## config.mk

```make
export PLATFORM = sky130hd
export DESIGN_NAME = bp_cce_fetch_ctrl
export DESIGN_NICKNAME = d
export VERILOG_FILES = /design/src/rtl/bp_cce_pkg.sv /design/src/rtl/bp_cce_fetch_buffer.sv /design/src/rtl/bp_cce_fetch_ctrl.sv
export SDC_FILE = /design/constraint.sdc
export NUM_CORES = 1
export LEC_CHECK = 0
export CORE_MARGIN = 2
export CORE_UTILIZATION = 25
export DETAILED_ROUTE_END_ITERATION = 7
export GPL_ROUTABILITY_DRIVEN = 1
export HOLD_SLACK_MARGIN = 0.05
export SKIP_CTS_REPAIR_TIMING = 1
export SLEW_MARGIN = 20
export SYNTH_ARGS = -nofsm -noshare
export SYNTH_HDL_FRONTEND = slang
export SYNTH_HIERARCHICAL = 1
export SYNTH_SLANG_ARGS = --single-unit
```

## constraint.sdc

```tcl
create_clock -name clk_i -period 3.65 [get_ports clk_i]
set_clock_uncertainty 0.05 [all_clocks]
set_input_delay 0.365 -clock clk_i [delete_from_list [all_inputs] [get_ports clk_i]]
set_output_delay 0.365 -clock clk_i [all_outputs]
set_load 0.02 [all_outputs]
```

## src/rtl/bp_cce_pkg.sv

```systemverilog
// Shared CCE definitions: microcode predecode field positions and fetch FSM states.
package bp_cce_pkg;

  localparam int cce_inst_branch_bit_lp     = 31;
  localparam int cce_inst_pred_taken_bit_lp = 30;
  localparam int cce_inst_target_lsb_lp     = 0;

  typedef enum logic {
    e_fetch_wait_start,
    e_fetch_run
  } bp_cce_fetch_state_e;

endpackage

```

## src/rtl/bp_cce_fetch_buffer.sv

```systemverilog
// Two-entry FIFO of predecoded microcode instructions {inst, pc, pred}; head is entry 0.
module bp_cce_fetch_buffer
  import bp_cce_pkg::*;
#(
  parameter int inst_width_p = 32,
  parameter int pc_width_p   = 8
) (
  input  logic                    clk_i,
  input  logic                    reset_n_i,
  input  logic                    flush_i,
  input  logic                    enq_i,
  input  logic [inst_width_p-1:0] enq_inst_i,
  input  logic [pc_width_p-1:0]   enq_pc_i,
  input  logic                    enq_pred_i,
  input  logic                    deq_i,
  output logic                    v_o,
  output logic [inst_width_p-1:0] inst_o,
  output logic [pc_width_p-1:0]   pc_o,
  output logic                    pred_o,
  output logic [1:0]              count_o
);

  localparam int entry_width_lp = inst_width_p + pc_width_p + 1;

  logic [entry_width_lp-1:0] head_r, tail_r, entry_n, head_out;
  logic [1:0]                count_r;

  assign entry_n = {enq_inst_i, enq_pc_i, enq_pred_i};

  // Deq is only issued with a valid head, and enq at count 2 only alongside a deq.
  always_ff @(posedge clk_i or negedge reset_n_i) begin
    if (!reset_n_i) begin
      head_r  <= '0;
      tail_r  <= '0;
      count_r <= 2'd0;
    end else if (flush_i) begin
      count_r <= 2'd0;
    end else begin
      case ({enq_i, deq_i})
        2'b10: begin
          if (count_r == 2'd0) head_r <= entry_n;
          else                 tail_r <= entry_n;
          count_r <= count_r + 2'd1;
        end
        2'b01: begin
          head_r  <= tail_r;
          count_r <= count_r - 2'd1;
        end
        2'b11: begin
          if (count_r == 2'd1) begin
            head_r <= entry_n;
          end else begin
            head_r <= tail_r;
            tail_r <= entry_n;
          end
        end
        default: ;
      endcase
    end
  end

  assign v_o      = (count_r != 2'd0);
  assign head_out = v_o ? head_r : '0;
  assign {inst_o, pc_o, pred_o} = head_out;
  assign count_o  = count_r;

endmodule

```

## src/rtl/bp_cce_fetch_ctrl.sv

```systemverilog
// CCE microcode fetch sequencer: issues instruction-RAM reads, predecodes returned words for
// static branch prediction, buffers two instructions and redirects on execute mispredicts.
module bp_cce_fetch_ctrl
  import bp_cce_pkg::*;
#(
  parameter int cce_pc_width_p   = 8,
  parameter int cce_inst_width_p = 32
) (
  input  logic                        clk_i,
  input  logic                        reset_n_i,
  input  logic                        start_i,
  input  logic [cce_pc_width_p-1:0]   boot_pc_i,
  output logic                        ram_v_o,
  output logic [cce_pc_width_p-1:0]   ram_addr_o,
  input  logic [cce_inst_width_p-1:0] ram_data_i,
  output logic                        inst_v_o,
  output logic [cce_inst_width_p-1:0] inst_o,
  output logic [cce_pc_width_p-1:0]   inst_pc_o,
  output logic                        predicted_taken_o,
  input  logic                        inst_yumi_i,
  input  logic                        mispredict_i,
  input  logic [cce_pc_width_p-1:0]   redirect_pc_i
);

  bp_cce_fetch_state_e         state_r, state_n;
  logic                        pending_r;
  logic [cce_pc_width_p-1:0]   pending_pc_r, fetch_pc_r, fetch_pc_n;
  logic                        enq, deq, flush;
  logic [1:0]                  count;
  logic [2:0]                  count_next;
  logic                        pred_taken;
  logic [cce_pc_width_p-1:0]   pred_next_pc;

  assign pred_taken   = ram_data_i[cce_inst_branch_bit_lp] & ram_data_i[cce_inst_pred_taken_bit_lp];
  assign pred_next_pc = pred_taken ? ram_data_i[cce_inst_target_lsb_lp +: cce_pc_width_p]
                                   : pending_pc_r + cce_pc_width_p'(1);

  always_comb begin
    state_n    = state_r;
    ram_v_o    = 1'b0;
    ram_addr_o = '0;
    fetch_pc_n = fetch_pc_r;
    enq        = 1'b0;
    deq        = 1'b0;
    flush      = 1'b0;
    count_next = {1'b0, count};
    case (state_r)
      e_fetch_wait_start: begin
        if (start_i) begin
          ram_v_o    = 1'b1;
          ram_addr_o = boot_pc_i;
          fetch_pc_n = boot_pc_i + cce_pc_width_p'(1);
          state_n    = e_fetch_run;
        end
      end
      e_fetch_run: begin
        if (mispredict_i) begin
          flush      = 1'b1;
          ram_v_o    = 1'b1;
          ram_addr_o = redirect_pc_i;
          fetch_pc_n = redirect_pc_i + cce_pc_width_p'(1);
        end else begin
          enq        = pending_r;
          deq        = inst_yumi_i & inst_v_o;
          count_next = {1'b0, count} + {2'b00, pending_r} - {2'b00, deq};
          // Reading only when the buffer will have a free slot next cycle keeps enq-at-full impossible.
          ram_v_o    = (count_next <= 3'd1);
          ram_addr_o = pending_r ? pred_next_pc : fetch_pc_r;
          if (pending_r) fetch_pc_n = pred_next_pc;
        end
      end
      default: state_n = e_fetch_wait_start;
    endcase
  end

  always_ff @(posedge clk_i or negedge reset_n_i) begin
    if (!reset_n_i) begin
      state_r      <= e_fetch_wait_start;
      pending_r    <= 1'b0;
      pending_pc_r <= '0;
      fetch_pc_r   <= '0;
    end else begin
      state_r    <= state_n;
      pending_r  <= ram_v_o;
      fetch_pc_r <= fetch_pc_n;
      if (ram_v_o) pending_pc_r <= ram_addr_o;
    end
  end

  bp_cce_fetch_buffer #(
    .inst_width_p(cce_inst_width_p),
    .pc_width_p  (cce_pc_width_p)
  ) buffer (
    .clk_i     (clk_i),
    .reset_n_i (reset_n_i),
    .flush_i   (flush),
    .enq_i     (enq),
    .enq_inst_i(ram_data_i),
    .enq_pc_i  (pending_pc_r),
    .enq_pred_i(pred_taken),
    .deq_i     (deq),
    .v_o       (inst_v_o),
    .inst_o    (inst_o),
    .pc_o      (inst_pc_o),
    .pred_o    (predicted_taken_o),
    .count_o   (count)
  );

  // Execute-side protocol checks.
  assert property (@(posedge clk_i) disable iff (!reset_n_i) inst_yumi_i |-> inst_v_o);
  assert property (@(posedge clk_i) disable iff (!reset_n_i) inst_v_o |-> !$isunknown(inst_o));

endmodule
```

# After elaboration in Yosys (flattened, before gate mapping)
# Index checks and enable logic that the tools add are counted.
[totals] reg_bits=102 latchBits=0 mem_bits_rw=0 mem_bits_ro=0 in_bits=53 out_inout_bits=51 word_cells=61 n_memories=0
[classes] add_sub_neg=7 multipliers=0 n_div=0 magnitude_cmp=1 eq_ne=8 n_shift=0 n_mux=27 bitwise_logic=4 n_reduce_logical=7
[op_table] operator="$mux W41" n=5
[op_table] operator="$pmux W41 S3" n=1
[op_table] operator="$pmux W41 S2" n=1
[op_table] operator="$mux W8" n=6
[op_table] operator="$pmux W8 S2" n=2
[op_table] operator="$add A8 B1 Y8 const B" n=3
[op_table] operator="$mux W1" n=9
[op_table] operator="$ne A2 B2 Y1 const B" n=3
[op_table] operator="$reduce_bool A3 Y1" n=2
[op_table] operator="$eq A2 B1 Y1 const B" n=2
[op_table] operator="$eq A2 B2 Y1 const B" n=2
[op_table] operator="$pmux W2 S2" n=1
[op_table] operator="$reduce_and A4 Y1" n=1
[op_table] operator="$reduce_bool A2 Y1" n=2
[op_table] operator="$add A2 B1 Y3" n=1
[op_table] operator="$le A3 B1 Y1 const B" n=1
[op_table] operator="$reduce_and A3 Y1" n=1
[op_table] operator="$sub A3 B1 Y3" n=1
[op_table] operator="$add A2 B1 Y2 const B" n=1
[op_table] operator="$and A1 B1 Y1" n=2
[op_table] operator="$logic_not A2 Y1" n=1
[op_table] operator="$mux W2" n=1
[op_table] operator="$ne A2 B1 Y1 const B" n=1
[op_table] operator="$not A1 Y1" n=2
[op_table] operator="other kinds (2)" n=2

# Logic depth before layout (Yosys ltp)
# Gate-level depths: netlist of run 1.
[logic_depth] ltp_word=7 ltp_mapped=13 mapped_depth_nobuf=13

# Hierarchy
# The synthesis of run 1 kept the hierarchy.
[by_module_without_submodules] module="bp_cce_fetch_buffer" n_inst=1 cells_per_inst=288 area_per_inst_um2=4096.4
[by_module_without_submodules] module="bp_cce_fetch_ctrl" n_inst=1 cells_per_inst=179 area_per_inst_um2=1589.0

# Least setup slack after synthesis of run 1
# Ideal clock, no wire load.
[synth_timing] path_kind="register -> register" startpoint="register buffer.count_r[1], in the netlist buffer/count_o[1]" endpoint="register pending_pc_r[1]" setup_ps=125 t_arrival_ps=2652 slack_ps=823 stages_incl_launch_ff=14 n_path_buf=0 period_less_slack_ps=2827 cell_sequence="dfrtp_1 > inv_1 > ha_1 > inv_1 > and2_1 > ha_1 > inv_1 > ha_1 > fa_1 > xnor2_1 > o21ai_1 > nand2_2 > inv_2 > mux2_2"
[synth_between] elab_chain_cells=6 elab_cells_between_ends=7 cone_classes="2 x add/sub; 1 x order compare; 2 x mux; 1 x bitwise; 1 x reduce/logical"
[synth_rtl] element="start: declaration" line="bp_cce_fetch_buffer.sv:26" text="logic [1:0] count_r;"
[synth_rtl] element="start signal: assignment" line="bp_cce_fetch_buffer.sv:43" text="count_r <= count_r + 2'd1;"
[synth_rtl] element="start signal: assignment" line="bp_cce_fetch_buffer.sv:47" text="count_r <= count_r - 2'd1;"
[synth_rtl] element="$reduce_bool A2 Y1" line="bp_cce_fetch_buffer.sv:62" text="assign v_o = (count_r != 2'd0);"
[synth_rtl] element="via inst_v_o" line="bp_cce_fetch_ctrl.sv:16" text="output logic inst_v_o,"
[synth_rtl] element="$and A1 B1 Y1" line="bp_cce_fetch_ctrl.sv:64" text="deq = inst_yumi_i & inst_v_o;"
[synth_rtl] element="$sub A3 B1 Y3" line="bp_cce_fetch_ctrl.sv:65" text="count_next = {1'b0, count} + {2'b00, pending_r} - {2'b00, deq};"
[synth_rtl] element="$le A3 B1 Y1" line="bp_cce_fetch_ctrl.sv:67" text="ram_v_o = (count_next <= 3'd1);"
[synth_rtl] element="$mux W1" line="bp_cce_fetch_ctrl.sv:57" text="if (mispredict_i) begin"
[synth_rtl] element="$pmux W1 S2" line="bp_cce_fetch_ctrl.sv:47" text="case (state_r)"
[synth_rtl] element="via ram_v_o" line="bp_cce_fetch_ctrl.sv:13" text="output logic ram_v_o,"
[synth_rtl] element="end signal: assignment" line="bp_cce_fetch_ctrl.sv:86" text="if (ram_v_o) pending_pc_r <= ram_addr_o;"
[synth_rtl] element="end: declaration" line="bp_cce_fetch_ctrl.sv:27" text="logic [cce_pc_width_p-1:0] pending_pc_r, fetch_pc_r, fetch_pc_n;"
# The timed path passes the listed nets, and every way through them passes these cells.
# A chain may end at the register's enable or synchronous reset.

# Worst setup path in the final report of run 1
[layout_timing] startpoint="register buffer.count_r[1], in the netlist buffer/count_o[1]" endpoint="output ram_v_o"
[layout_between] elab_chain_cells=6 elab_cells_between_ends=7 cone_classes="2 x add/sub; 1 x order compare; 2 x mux; 1 x bitwise; 1 x reduce/logical"
[layout_rtl] element="parallel branches: the longest is 2 deep, another holds $add A2 B1 Y3"
[layout_rtl] element="$sub A3 B1 Y3 (*)" line="bp_cce_fetch_ctrl.sv:65"
[layout_rtl] element="$le A3 B1 Y1 (*)" line="bp_cce_fetch_ctrl.sv:67"
[layout_rtl] element="$mux W1 (*)" line="bp_cce_fetch_ctrl.sv:57"
[layout_rtl] element="$pmux W1 S2 (*)" line="bp_cce_fetch_ctrl.sv:47"
[layout_rtl] element="end: declaration" line="bp_cce_fetch_ctrl.sv:13"
# Mark *: on every way between the ends.

==> results.sh, run 1 <==
export IMPL_status="completed"
export IMPL_nFillCells=2280
export IMPL_synth_compound_area_frac=0.0799
export IMPL_grt_first_pass_wirelength_mm=22.1
export IMPL_min_period_over_period=0.899
export IMPL_grt_util_met1=0.158
export IMPL_ir_drop_uv=262
export IMPL_synthXorXnorAreaFrac=0.0216
export IMPL_dp_hpwl_mm=9.92
export IMPL_synthSimpleGateAreaFrac=0.111
export IMPL_antenna_found_initial=0
export IMPL_busiest_layer="met2"
export IMPL_hold_violations=0
export IMPL_clock_sinks=102
export IMPL_cts_buffers=9
export IMPL_synth_seq_cells=102
export IMPL_area_growth_synth_to_final_pct=29.0
export IMPL_cp_arrival_ns=2.87
export IMPL_clkTransAtPathRegs_ns=0.07
export IMPL_drt_iter0_markers=182
export IMPL_clockBufferDepth=2
export IMPL_route_detailed_drc=0
export IMPL_yosysWarnings=6
export IMPL_crit_required_ns=3.23
export IMPL_power_total_mw=5.22
export IMPL_synth_top_family_by_area="multiplexers"
export IMPL_ys_types=60
export IMPL_h_tree_depth=3
export IMPL_cp_num_buf_inv=5
export IMPL_cp_end_kind="primary output"
export IMPL_place_area_um2=7050
export IMPL_route_detailed_wl_per_inst_um=16.1
export IMPL_grtUsageTotal=0.119
export IMPL_rsz0062_at_grt="false"
export IMPL_synth_async_reset_ratio=1.00
export IMPL_start_util=0.253
export IMPL_slowest_delay_ns=0.42
export IMPL_clock_latency_ns=0.35
export IMPL_cp_top_family="adder cells"
export IMPL_placementRows=55
export IMPL_die_h_um=155
export IMPL_synth_seq_area_share=0.449
export IMPL_io_pins=104
export IMPL_slew_headroom=0.526
export IMPL_synthMuxAreaShare=0.279
export IMPL_cts_tree="yes"
export IMPL_fmax_mhz=305
export IMPL_start_kind="flop"
export IMPL_grt_util_met3=0.0227
export IMPL_path_cells="inv_1, ha_1, inv_1, and2_1, ha_1, inv_1, ha_1, fa_1, xnor2_1, o21ai_1, nand2_2, inv_2, dlymetal6s2s_1"
export IMPL_critPathKind="flop to primary output"
export IMPL_first_pass_iters=4
export IMPL_fp_coreArea_um2=22500
export IMPL_grt_start_max_net_pins=51
export IMPL_final_util=0.326
export IMPL_drive_gt1_frac=0.314
export IMPL_synth_fa_ha_area_frac=0.0233
export IMPL_maxCapViolations=0
export IMPL_synth_ff_type="dfrtp_1"
export IMPL_grt_pass1_vias=4031
export IMPL_min_period_ns=3.28
export IMPL_p_per_area_nw_per_um2=711
export IMPL_postSynthAreaPerCell_um2=12.2
export IMPL_wirelength_mm=13.9
export IMPL_slew_viol_final=0
export IMPL_vias=3954
export IMPL_setup_tns_ns=0
export IMPL_finalWeightedCongestion=0.794
export IMPL_port_buffers=103
export IMPL_syn_area_um2=5690
export IMPL_die_w_um=155
export IMPL_vias_per_cell=4.59
export IMPL_synth_edff_count=0
export IMPL_worstMarginPinSlew_ns=0.711
export IMPL_synth_nets=530
export IMPL_p_leak_nw=2.96
export IMPL_cpMaxStageDelayCell="dfrtp_1"
export IMPL_grt_overflow_total=0
export IMPL_final_net_count=634
export IMPL_path_max_fanout=5
export IMPL_root_buffer="clkbuf_16"
export IMPL_syn_inst=467
export IMPL_gr_usage_met2=0.194
export IMPL_antennaDiodeCount=0
export IMPL_stdcell_area_um2=7340
export IMPL_min_path_type="flop to flop"
export IMPL_setup_viol=0
export IMPL_dieArea_um2=24000
export IMPL_postRouteAntennaNets=0
-- final cells by class --
| type | instances | area, µm² | area share |
|---|---|---|---|
| Multi-Input combinational cell | 326 | 2940 | 0.400 |
| Inverter | 13 | 48.8 | 0.00665 |
| Clock buffer | 9 | 225 | 0.0307 |
| Sequential cell | 102 | 2550 | 0.348 |
| Tap cell | 285 | 357 | 0.0486 |
| Timing Repair Buffer | 119 | 1170 | 0.159 |
| Clock inverter | 7 | 50.0 | 0.00682 |
-- stage by stage --
| step | instances | worst slack, ns | hold slack [ns] |
|---|---|---|---|
| 5_1_grt | 861 | 0.202 | 0.459 |
| 3_3_place_gp | 844 | 0.341 | 0.417 |
| 3_5_place_dp | 844 | 0.328 | 0.413 |
| 4_1_cts | 860 | -0.0651 | 0.0220 |
| 2_1_floorplan | 467 | 0.823 | 0.0194 |
| 6_report | 861 | 0.368 | 0.449 |
-- power breakdown --
part           switching, mW  total [mW]  internal (mW)
logic                  0.987        2.28           1.30
registers              0.351        2.02           1.67
clock network          0.447       0.911          0.464
total                   1.78        5.22           3.43
-- synth_stat cells, types with 2 or more instances --
cell type  instances  share of area
mux2_2           111           0.22
dfrtp_1          102           0.45
nor2b_1           46          0.051
mux2_4            21          0.055
buf_2             15          0.013
nand2_1           13         0.0086
inv_1             11         0.0073
nand3_1           11         0.0097
nor2_1            10         0.0066
o21ai_0           10         0.0088
ha_1               9          0.020
xor2_1             9          0.014
a22oi_1            8          0.011
a21oi_1            6         0.0053
nor3_1             6         0.0053
clkbuf_1           5         0.0033
o221ai_1           5         0.0077
xnor2_1            5         0.0077
and2_1             4         0.0044
o21ai_1            4         0.0035
a31oi_1            3         0.0033
buf_6              3         0.0059
o21a_1             3         0.0040
o22a_1             3         0.0046
a21boi_0           2         0.0026
a221o_1            2         0.0035
buf_4              2         0.0026
inv_2              2         0.0013
mux2i_1            2         0.0035
nand2_2            2         0.0022
nand3b_1           2         0.0026
nand4_1            2         0.0022
-- sequential cells by signal (all words and copies together), names as in the netlist --
signal and cells:
buffer/tail_r 41, pending_r 1, buffer/count_o 2, pending_pc_r 8, state_r 1, fetch_pc_r 8, buffer/head_r 41
-- cells in the final DEF, fill, tap and decap left out, drive strengths merged, types with 3 or more instances in the layout --
cell	instances
a21boi	4
a21oi	6
a22oi	8
a31oi	3
and2	5
buf	16
clkbuf	9
clkdlybuf4s50	101
clkinv	3
clkinvlp	3
dfrtp	102
ha	9
inv	14
mux2	132
nand2	15
nand3	12
nor2	10
nor2b	46
nor3	6
o21a	3
o21ai	15
o221ai	5
o22a	3
xnor2	5
xor2	9
-- worst register-to-register path, delay by kind of cell (launching register included) --
| family | cells | cell delay, ns |
|---|---|---|
| AOI/OAI and AO/OA | 1 | 0.18 |
| DFF | 1 | 0.42 |
| and+or+nand+nor | 2 | 0.26 |
| adders and majority gates | 4 | 0.99 |
| xor gates and xnor gates | 1 | 0.13 |
| muxes | 1 | 0.35 |
| buffers and inverters | 5 | 0.45 |
-- path summary, 6_finish.rpt --
check	endpoint	startpoint	cells past startpoint	slack, ns
worst max-delay path	ram_v_o	buffer/count_o[1]	13	0.37
worst min-delay path	buffer/head_r[11]	buffer/head_r[11]	1	0.45
worst max register to register	pending_pc_r[1]	buffer/count_o[1]	14	0.69
worst min register to register	buffer/head_r[11]	buffer/head_r[11]	1	0.45
max in group asynchronous	buffer/tail_r[1]	reset_n_i	3	2.13
min in group asynchronous	buffer/tail_r[22]	reset_n_i	2	0.54
-- layer usage --
layer	vias to the layer above	wire length, µm
met4	0	256
met5	-	0
met3	18	536
met1	1966	6450
met2	81	6670
li1	1889	-
-- cells by family (layout without fill, tap and decap cells) --
group                    count (synthesis)  after routing
adder cells (fa/ha/maj)                 10             10
multiplexers                           134            134
AO/OA/AOI/OAI                           61             61
XOR/XNOR                                14             14
flip-flops                             102            102
buffers and inverters                   39            148
AND/OR/NAND/NOR                        107            107
Note: power is estimated with default switching activity, not from simulation.
==> inputs of run 2 (changes only) <==
==> constraint.sdc (replaced) <==
create_clock -name clk_i -period 2.7 [get_ports clk_i]
set_clock_uncertainty 0.05 [all_clocks]
set_input_delay 0.27 -clock clk_i [delete_from_list [all_inputs] [get_ports clk_i]]
set_output_delay 0.27 -clock clk_i [all_outputs]
set_load 0.02 [all_outputs]
==> results.sh, run 2 (synthesis gave the netlist of run 1 again) <==
export IMPL_grt_pass1_vias=4032
export IMPL_grt_start_max_net_pins=46
export IMPL_worstSetupPathDepth=13
export IMPL_vias=4035
export IMPL_worstMarginPinSlew_ns=0.447
export IMPL_top_regs="buffer/head_r: 41 flops, buffer/tail_r: 41 flops"
export IMPL_maxCapViolations=0
export IMPL_dieArea_um2=24000
export IMPL_slew_headroom=0.702
export IMPL_io_pins=104
export IMPL_first_pass_iters=4
export IMPL_r2r_cells=14
export IMPL_fp_coreArea_um2=22500
export IMPL_hold_violations=0
export IMPL_clockBufferDepth=2
export IMPL_violations="setup timing"
export IMPL_antenna_found_initial=0
export IMPL_vias_per_cell=4.57
export IMPL_drt_iter0_markers=170
export IMPL_area_growth_synth_to_final_pct=34.0
export IMPL_clock_sinks=102
export IMPL_route_detailed_drc=0
export IMPL_start_kind="flop"
export IMPL_power_total_mw=7.30
export IMPL_clkTransAtPathRegs_ns=0.08
export IMPL_antennaDiodeCount=0
export IMPL_clock_latency_ns=0.35
export IMPL_setup_tns_ns=-0.191
export IMPL_status="complete, but fails checks"
export IMPL_placementRows=55
export IMPL_die_h_um=155
export IMPL_slowest_delay_ns=0.39
export IMPL_cp_arrival_ns=2.52
export IMPL_drive_gt1_frac=0.367
export IMPL_postRouteAntennaNets=0
export IMPL_min_period_over_period=1.05
export IMPL_cpMaxStageDelayCell="dfrtp_1"
export IMPL_cts_tree="yes"
export IMPL_port_buffers=103
export IMPL_start_util=0.253
export IMPL_final_cell_mix="111 x mux2_2, 101 x dfrtp_1, 98 x clkdlybuf4s50_1"
export IMPL_min_path_type="primary input to async pin"
export IMPL_startpoint="buffer/count_o[1]"
export IMPL_path_max_fanout=2
export IMPL_cts_buffers=9
export IMPL_worstSetupEndpoint="ram_v_o"
export IMPL_slew_viol_final=0
export IMPL_cp_num_buf_inv=5
export IMPL_h_tree_depth=3
export IMPL_p_per_area_nw_per_um2=957
export IMPL_fmax_mhz=352
export IMPL_reg2reg_from="buffer/count_o[1]"
export IMPL_cp_top_family="adder cells"
export IMPL_path_cells="inv_2, ha_4, inv_2, and2_4, ha_4, inv_2, ha_4, fa_2, xnor2_1, o21ai_1, nand2_2, clkinv_4, buf_6"
export IMPL_p_leak_nw=3.12
export IMPL_critPathKind="flop to primary output"
export IMPL_wirelength_mm=14.1
export IMPL_route_detailed_wl_per_inst_um=15.9
export IMPL_r2r_slack_ns=-0.01
export IMPL_ir_drop_uv=351
export IMPL_crit_required_ns=2.38
export IMPL_final_setup_worst_slack_ns=-0.141
export IMPL_setup_viol=7
export IMPL_grt_first_pass_wirelength_mm=22.1
export IMPL_rsz0062_at_grt="true"
export IMPL_finalWeightedCongestion=0.790
export IMPL_min_period_ns=2.84
export IMPL_grt_overflow_total=0
export IMPL_final_net_count=655
export IMPL_grtUsageTotal=0.119
export IMPL_dp_hpwl_mm=10.1
export IMPL_cp_end_kind="primary output"
export IMPL_layout_commonest_cell="mux2_2"
export IMPL_root_buffer="clkbuf_16"
export IMPL_die_w_um=155
export IMPL_r2r_end="pending_pc_r[6]"
[run 2: cell types whose count changed in the layout (fill, tap and decap cells not counted), moves of 3 or more]
cell,before,now
ha_1,8,5
inv_1,11,7
ha_4,0,3
inv_2,2,5
clkdlybuf4s50_1,101,98
buf_4,15,32
buf_12,1,5
[run 2: metal layers]
metal,track usage,share of wire,wire (µm)
met1,0.157,0.46,6520
met2,0.193,0.48,6750
met3,0.0269,0.040,565
met4,0.0366,0.016,218
met5,0,0,0
[run 2: stage by stage]
| stage | std cells | util | cell area [µm²] | hold WS, ns | setup WS, ns |
|---|---|---|---|---|---|
| final | 882 | 0.339 | 7620 | 0.352 | -0.141 |
| after global routing | 882 | 0.339 | 7620 | 0.398 | -0.305 |
| after CTS | 879 | 0.334 | 7520 | -0.192 | -0.839 |
| after detailed placement | 863 | 0.322 | 7240 | 0.200 | -0.460 |
| after global placement | 863 | 0.322 | 7240 | 0.202 | -0.454 |
| after floorplan | 467 | - | 5690 | -0.0756 | 0.00391 |
[run 2: where the power goes]
part           leakage [nW]  switching [mW]  internal [mW]  total, mW
clock                 0.133           0.624          0.636       1.26
sequential             1.22           0.421           2.26       2.68
combinational          1.76            1.45           1.90       3.35
total                  3.12            2.50           4.80       7.30
[run 2: area by class of cell]
class	instances	area [µm²]
Clock buffer	9	225
Inverter	13	53.8
Sequential cell	102	2550
Multi-Input combinational cell	326	3000
Fill cell	2277	14900
Timing Repair Buffer	140	1380
Tap cell	285	357
Clock inverter	7	55.1
[run 2: worst min-delay path by stage]
stage	start	endpoint	slack, ns
5_1_grt	reset_n_i	buffer/tail_r[22]	0.40
2_1_floorplan	reset_n_i	buffer/count_o[0]	-0.08
4_1_cts	reset_n_i	buffer/tail_r[22]	-0.19
6_report	reset_n_i	buffer/tail_r[22]	0.35
3_5_place_dp	reset_n_i	buffer/tail_r[23]	0.20
3_3_place_gp	reset_n_i	buffer/tail_r[23]	0.20
==> inputs of run 3 (changes only) <==
--- a/config.mk
+++ b/config.mk
@@ -5,11 +5,15 @@
 export SDC_FILE = /design/constraint.sdc
 export NUM_CORES = 1
 export LEC_CHECK = 0
+export CELL_PAD_IN_SITES_DETAIL_PLACEMENT = 0
+export CELL_PAD_IN_SITES_GLOBAL_PLACEMENT = 1
 export CORE_MARGIN = 2
 export CORE_UTILIZATION = 25
 export DETAILED_ROUTE_END_ITERATION = 7
 export GPL_ROUTABILITY_DRIVEN = 1
 export HOLD_SLACK_MARGIN = 0.05
+export MAX_ROUTING_LAYER = met4
+export PLACE_DENSITY_LB_ADDON = 0.1
 export SKIP_CTS_REPAIR_TIMING = 1
 export SLEW_MARGIN = 20
 export SYNTH_ARGS = -nofsm -noshare
==> results.sh, run 3 (synthesis gave the netlist of run 1 again) <==
export IMPL_status="complete, but fails checks"
export IMPL_violations="setup timing"
export IMPL_cp_top_family="adder cells"
export IMPL_reg2reg_from="buffer/count_o[1]"
export IMPL_dp_hpwl_mm=10.9
export IMPL_start_kind="flop"
export IMPL_post_place_ws_ns=-0.392
export IMPL_setup_tns_ns=-0.328
export IMPL_cp_end_kind="primary output"
export IMPL_route_detailed_drc=0
export IMPL_vias=4035
export IMPL_postRouteAntennaNets=0
export IMPL_start_util=0.253
export IMPL_die_w_um=155
export IMPL_maxCapViolations=0
export IMPL_finalWeightedCongestion=0.765
export IMPL_vias_per_cell=4.53
export IMPL_drt_iter0_markers=136
export IMPL_layout_commonest_cell="mux2_2"
export IMPL_holdWs_ns=0.350
export IMPL_grt_start_max_net_pins=75
export IMPL_hold_violations=0
export IMPL_cp_arrival_ns=2.50
export IMPL_io_pins=104
export IMPL_p_leak_nw=3.28
export IMPL_clock_sinks=102
export IMPL_port_buffers=103
export IMPL_clkTransAtPathRegs_ns=0.08
export IMPL_dieArea_um2=24000
export IMPL_route_detailed_wl_per_inst_um=17.4
export IMPL_grt_overflow_total=0
export IMPL_crit_required_ns=2.38
export IMPL_top_regs="buffer/head_r: 41 flops, buffer/tail_r: 41 flops"
export IMPL_startpoint="buffer/count_o[1]"
export IMPL_fp_coreArea_um2=22500
export IMPL_grt_pass1_vias=4355
export IMPL_wirelength_mm=15.5
export IMPL_path_max_fanout=2
export IMPL_place_area_um2=7340
export IMPL_min_period_ns=2.82
export IMPL_worstMarginPinSlew_ns=0.442
export IMPL_root_buffer="clkbuf_16"
export IMPL_cts_buffers=9
export IMPL_critPathKind="flop to primary output"
export IMPL_final_net_count=664
export IMPL_path_cells="inv_2, ha_4, inv_2, and2_4, ha_4, inv_2, ha_4, fa_2, xnor2_2, o21ai_2, nand2_2, clkinv_4, buf_6"
export IMPL_min_period_over_period=1.04
export IMPL_h_tree_depth=3
export IMPL_slew_viol_final=0
export IMPL_worstSetupPathDepth=13
export IMPL_first_pass_iters=4
export IMPL_slew_headroom=0.705
export IMPL_rsz0062_at_grt="true"
export IMPL_p_per_area_nw_per_um2=995
export IMPL_setup_viol=8
export IMPL_antenna_found_initial=0
export IMPL_fin_cells=891
export IMPL_final_cell_mix="105 x mux2_2, 100 x dfrtp_1, 95 x clkdlybuf4s50_1"
export IMPL_stdcell_area_um2=7830
export IMPL_die_h_um=155
export IMPL_slowest_delay_ns=0.39
export IMPL_drive_gt1_frac=0.376
export IMPL_r2r_cells=15
export IMPL_area_growth_synth_to_final_pct=37.7
export IMPL_min_path_type="primary input to async pin"
export IMPL_ir_drop_uv=298
export IMPL_grt_first_pass_wirelength_mm=24.6
export IMPL_clock_latency_ns=0.36
export IMPL_final_setup_worst_slack_ns=-0.120
export IMPL_cts_tree="yes"
export IMPL_fmax_mhz=355
export IMPL_place_inst=872
export IMPL_placementRows=55
export IMPL_grtUsageTotal=0.138
export IMPL_cpMaxStageDelayCell="dfrtp_1"
export IMPL_clockBufferDepth=2
export IMPL_cp_num_buf_inv=5
export IMPL_antennaDiodeCount=0
## run 3: report_power, final
group / switching [mW] / internal, mW / total (mW)
combinational: 1.52 / 2.02 / 3.54
clock: 0.629 / 0.918 / 1.55
sequential: 0.437 / 2.26 / 2.70
total: 2.59 / 5.20 / 7.79
## run 3: stage by stage
step / power, mW / util
after CTS: 7.75 / 0.342
after detailed placement: 6.16 / 0.326
after global placement: 6.08 / 0.326
after global routing: 8.31 / 0.348
after floorplan: 4.74 / -
final: 7.79 / 0.348
## run 3: metal layers
metal / global-route usage / part of all wire / vias to the layer above
li1: - / - / 1940
met1: 0.184 / 0.49 / 2002
met2: 0.217 / 0.47 / 81
met3: 0.0188 / 0.026 / 12
met4: 0.0494 / 0.016 / 0
met5: - / 0 / -
## run 3: path summary, 6_finish.rpt
kind | to | slack, ns
max | ram_v_o | -0.12
min | buffer/tail_r[39] | 0.35
max reg2reg | pending_pc_r[6] | -0.04
min reg2reg | buffer/head_r[11] | 0.45
max in group asynchronous | buffer/head_r[29] | 1.48
min in group clk_i | buffer/head_r[11] | 0.45
## run 3: area by class of cell
class | instances | area, µm²
sequential | 102 | 2550
tap | 285 | 357
multi-input combinational | 326 | 3020
inverter | 13 | 56.3
clock inverter | 6 | 119
fill | 2239 | 14700
timing repair buffer | 149 | 1490
clock buffer | 10 | 229
## run 3: worst reg2reg max path, delay by kind of cell (launching register included)
kind / cells / cell delay, ns
adder cells (fa/ha/maj): 4 / 0.90
buffers and inverters: 6 / 0.44
flip-flops: 1 / 0.39
multiplexers: 1 / 0.30
AND/OR/NAND/NOR: 2 / 0.23
AO/OA/AOI/OAI: 1 / 0.16
XOR/XNOR: 1 / 0.15
